--- config.mk ---
export PLATFORM = sky130hd
export DESIGN_NAME = quad_decoder
export DESIGN_NICKNAME = d
export VERILOG_FILES = /design/src/rtl/quad_pkg.sv /design/src/rtl/quad_filter.sv /design/src/rtl/quad_decoder.sv
export SDC_FILE = /design/constraint.sdc
export NUM_CORES = 1
export LEC_CHECK = 0
export ABC_AREA = 1
export BUFFER_PORTS_ARGS = -buffer_cell sky130_fd_sc_hd__buf_2
export CAP_MARGIN = 15
export CORE_MARGIN = 3
export CORE_UTILIZATION = 60
export CTS_BUF_LIST = sky130_fd_sc_hd__clkbuf_4 sky130_fd_sc_hd__clkbuf_8
export CTS_CLUSTER_DIAMETER = 120
export DETAILED_ROUTE_END_ITERATION = 8
export PLACE_DENSITY = 0.8
export SLEW_MARGIN = 25
export SYNTH_ARGS = -nofsm -noshare
export SYNTH_HDL_FRONTEND = slang
export SYNTH_SLANG_ARGS = --single-unit
--- constraint.sdc ---
create_clock -name clk -period 2.5 [get_ports clk]
set_input_delay 0.5 -clock clk [delete_from_list [all_inputs] [get_ports clk]]
set_output_delay 0.5 -clock clk [all_outputs]
set_load 0.02 [all_outputs]
--- src/rtl/quad_pkg.sv ---
// Shared types for the quadrature decoder: control FSM states and the four Gray-code {A,B} levels.
package quad_pkg;

   typedef enum logic {INIT, RUN} state_t;

   localparam logic [1:0] gray_00 = 2'b00;
   localparam logic [1:0] gray_01 = 2'b01;
   localparam logic [1:0] gray_11 = 2'b11;
   localparam logic [1:0] gray_10 = 2'b10;

   // Successor of a level in the forward (count-up) direction.
   function automatic logic [1:0] gray_fwd(input logic [1:0] ab);
      logic [1:0] nxt;
      case (ab)
         gray_00: nxt = gray_01;
         gray_01: nxt = gray_11;
         gray_11: nxt = gray_10;
         default: nxt = gray_00;
      endcase
      return nxt;
   endfunction

endpackage

--- src/rtl/quad_filter.sv ---
// One channel: 2-flop synchronizer then a stability filter accepting a level held filt_len cycles.
// Latency raw->filtered is filt_len+1 edges after first sample; load overrides with the synced level.
module quad_filter #(
   parameter int filt_len = 16
) (
   input  logic clk,
   input  logic rst,
   input  logic raw,
   input  logic load,
   output logic synced,
   output logic filtered
);

   localparam int cw = $clog2(filt_len + 3);
   localparam logic [cw-1:0] cnt_last = cw'(filt_len - 1);

   logic          meta;
   logic [cw-1:0] count;

   always_ff @(posedge clk) begin
      if (rst) begin
         meta     <= 1'b0;
         synced   <= 1'b0;
         filtered <= 1'b0;
         count    <= '0;
      end else begin
         meta   <= raw;
         synced <= meta;
         if (load) begin
            filtered <= synced;
            count    <= '0;
         end else if (synced == filtered) begin
            count <= '0;
         end else if (count == cnt_last) begin
            filtered <= synced;
            count    <= '0;
         end else begin
            count <= count + cw'(1);
         end
      end
   end

endmodule

--- src/rtl/quad_decoder.sv ---
// Quadrature decoder: filtered A/B levels to en/dir step pulses plus a sticky illegal-transition flag.
// en rises filt_len+2 edges after a new level is first sampled; no backpressure, one step per cycle.
module quad_decoder
   import quad_pkg::*;
#(
   parameter int filt_len = 16
) (
   input  logic       clk,
   input  logic       rst,
   input  logic       a_in,
   input  logic       b_in,
   input  logic       clr_err,
   output logic       dir,
   output logic       en,
   output logic       err,
   output logic [1:0] ab_state
);

   localparam int cw = $clog2(filt_len + 3);
   localparam logic [cw-1:0] init_last = cw'(filt_len + 1);

   state_t        state, state_nxt;
   logic [cw-1:0] init_cnt, init_nxt;
   logic [1:0]    prev_ab;
   logic          load;
   logic          sync_a, sync_b, filt_a, filt_b;
   logic          step_en, step_dir, step_err;

   quad_filter #(.filt_len(filt_len)) u_filt_a (
      .clk      (clk),
      .rst      (rst),
      .raw      (a_in),
      .load     (load),
      .synced   (sync_a),
      .filtered (filt_a)
   );

   quad_filter #(.filt_len(filt_len)) u_filt_b (
      .clk      (clk),
      .rst      (rst),
      .raw      (b_in),
      .load     (load),
      .synced   (sync_b),
      .filtered (filt_b)
   );

   assign ab_state = {filt_a, filt_b};

   always_comb begin
      state_nxt = state;
      init_nxt  = init_cnt;
      load      = 1'b0;
      step_en   = 1'b0;
      step_dir  = dir;
      step_err  = 1'b0;
      case (state)
         INIT: begin
            // Let the synchronizers settle before seeding the filters and prev_ab.
            init_nxt = init_cnt + cw'(1);
            if (init_cnt == init_last) begin
               load      = 1'b1;
               state_nxt = RUN;
               init_nxt  = '0;
            end
         end
         RUN: begin
            if (ab_state == gray_fwd(prev_ab)) begin
               step_en  = 1'b1;
               step_dir = 1'b1;
            end else if (prev_ab == gray_fwd(ab_state)) begin
               step_en  = 1'b1;
               step_dir = 1'b0;
            end else if ((ab_state ^ prev_ab) == 2'b11) begin
               step_err = 1'b1;
            end
         end
      endcase
   end

   always_ff @(posedge clk) begin
      if (rst) begin
         state    <= INIT;
         init_cnt <= '0;
         prev_ab  <= '0;
         en       <= 1'b0;
         dir      <= 1'b0;
         err      <= 1'b0;
      end else begin
         state    <= state_nxt;
         init_cnt <= init_nxt;
         if (load) begin
            prev_ab <= {sync_a, sync_b};
         end else if (state == RUN) begin
            prev_ab <= ab_state;
         end
         en  <= step_en;
         dir <= step_dir;
         // A new illegal transition wins over a coincident clear.
         if (step_err) begin
            err <= 1'b1;
         end else if (clr_err) begin
            err <= 1'b0;
         end
      end
   end

endmodule

==> impl_metrics.toml <==
[setup_path]
path_class = "register to output pin"
cp_cell_sequence = "buf_2"
arrival_ps = 1050
critPathMaxStageDelay_ps = 510
end_kind = "output pin"
cp_slowest_cell = "dfxtp_1"
cp.buffers_inverters = 1
critPathLaunchType = "register"
crit_family = "flip-flops"
required_ps = 2000
critPathMaxFanout = 7

[clock_tree]
cts_buffers = 3
cts_tree = "built"
hold_buffers = 0
cts_buffer_depth = 2
path_clk_slew_ps = 130
cts.repair.resized = 0
clock-sinks = 27
cts_setup_buffers = 0
cts-root-buf = "clkbuf_4"
cts-htree-levels = 1
clk_latency_ps = 310

[power]
total_power_mw = 0.659
vdd_drop_max_mv = 0.328
powerDensity_nw_per_um2 = 501
leakage_nw = 0.576

[grt]
grt_pass1_wl_um = 3490
grt_start_max_net_pins = 16
grt_usage_pct = 17.3
overflow = 0
grt_pass1_vias = 836
antenna_found_initial = 0

[sta]
whs_ps = 385
min_period_ps = 1550
fin_ws_ps = 952
relSlewSlack_pct = 66.4
timing.final.crit_share_pct = 61.9
tightestPinTransition_ps = 504
fin_tns_setup_ps = 0
fin_skew_ps = 7.67
finalMaxSlewViolations = 0
max_freq_ghz = 0.646
setup_viol = 0
grt_setup_unrepaired = "false"
hold_viol = 0

[finish]
instances_no_fill = 182
syn_to_final_growth_pct = 5.09
num-fill-cells = 166
diodes = 0
drive_above_1_share_pct = 20.4
nets = 169

[placement]
place_inst = 178
place_congestion = 0.832
port_buffers = 9
dp_hpwl_um = 1490
preCtsSetupSlack_ps = 1180

[route]
drt-pass1-iter-count = 4
wirelength_um = 1910
via_count = 917
initialDrtViolationCount = 14
wl_per_cell_um = 10.5
drc = 0
avgViaCountPerCell = 5.04
postRouteAntennaNets = 0

[flow_run]
maxCapViolCount = 0

[synth]
netlist_area_um2 = 1250
yosysSeqAreaShare_pct = 43.2
synth_area_leaders = "dfxtp_1 43%, ha_1 6.0%, inv_1 6.0%"
synthArstFlopShare_pct = 0
synthMostInstantiatedCell = "dfxtp_1"
postSynthAreaPerCell_um2 = 8.46
postSynthNetCount = 159
synth_common_cells = "27 x dfxtp_1, 20 x inv_1, 20 x nor2_1, 18 x nand2_1, 12 x nand3_1"
synth_cell_types = 26
synth_warnings = 0
synth-seq-cells = 27
synth_top_area_cell = "dfxtp_1"
ys.flop_type = "dfxtp_1"
synth_top_area_share_pct = 43.2
synth_edf_count = 0
syn_inst = 148

[floorplan]
pin_count = 10
start_util_pct = 68.1
die_x_um = 51.7
coreArea_um2 = 1840
die_h_um = 51.7
std_cell_rows = 15
die-area_um2 = 2670

[outcome]
status = "complete, no violations"

[min_path]
hp-class = "input pin to register"
## registers in the layout (all words and copies together) (netlist names), 2 cells and up
name,count
u_filt_a.count,5
u_filt_b.count,5
init_cnt,5
prev_ab,2
## routing by layer
layer	share of wire [%]	global-route usage, %
met1	47	20.5
met2	49	31.1
met3	3.3	3.44
met4	0.73	5.24
met5	0	0
## where the power goes
part | switching [mW] | internal, mW
clock network | 0.120 | 0.0598
logic | 0.0195 | 0.0138
registers | 0.00756 | 0.439
total | 0.147 | 0.512
## logic make-up after synthesis
family	after synthesis	synth area share [%]
and+or+nand+nor	67	28.6
buffers and inverters	28	11.0
DFF	27	43.2
AOI/OAI and AO/OA	12	5.69
xor gates and xnor gates	8	5.59
adders and majority gates	6	5.99
## tightest hold or removal path, cell delays in order
cell	delay [ps]
buf_2	100
inv_1	40
nor2_1	30
## stage by stage
stage	area (µm²)	utilization [%]
floorplan	1250	-
global placement	1290	70.1
detailed placement	1290	70.1
CTS	1320	71.6
global route	1320	71.6
finish	1320	71.6
## worst paths after layout
check / endpoint / slack, ps / startpoint / cells after the start
min reg2reg: u_filt_b.synced / 410 / u_filt_b.meta / 2
max reg2reg: u_filt_a.count[0] / 1150 / u_filt_a.count[0] / 6
max: ab_state[0] / 950 / u_filt_b.filtered / 1
min: u_filt_b.meta / 390 / b_in / 3
## layout by cell type (no fill, tap or decap), drive strengths merged
master,count
dfxtp,27
nand2,22
xor2,5
o21ai,2
nor2,24
a21oi,10
ha,6
inv,23
clkinv,2
buf,9
and3,2
nand4,2
nand3,15
nor3,1
nand3b,1
clkbuf,3
xnor2,3
## area by class of cell
cell class	instances	area (µm²)	share of cell area, %
clock buffer	3	22.5	1.71
clock inverter	1	5.00	0.380
inverter	24	97.6	7.41
multi-input combinational	93	574	43.6
sequential	27	541	41.1
tap	25	31.3	2.38
timing repair buffer	9	45.0	3.42
(Power assumes the default switching activity.)
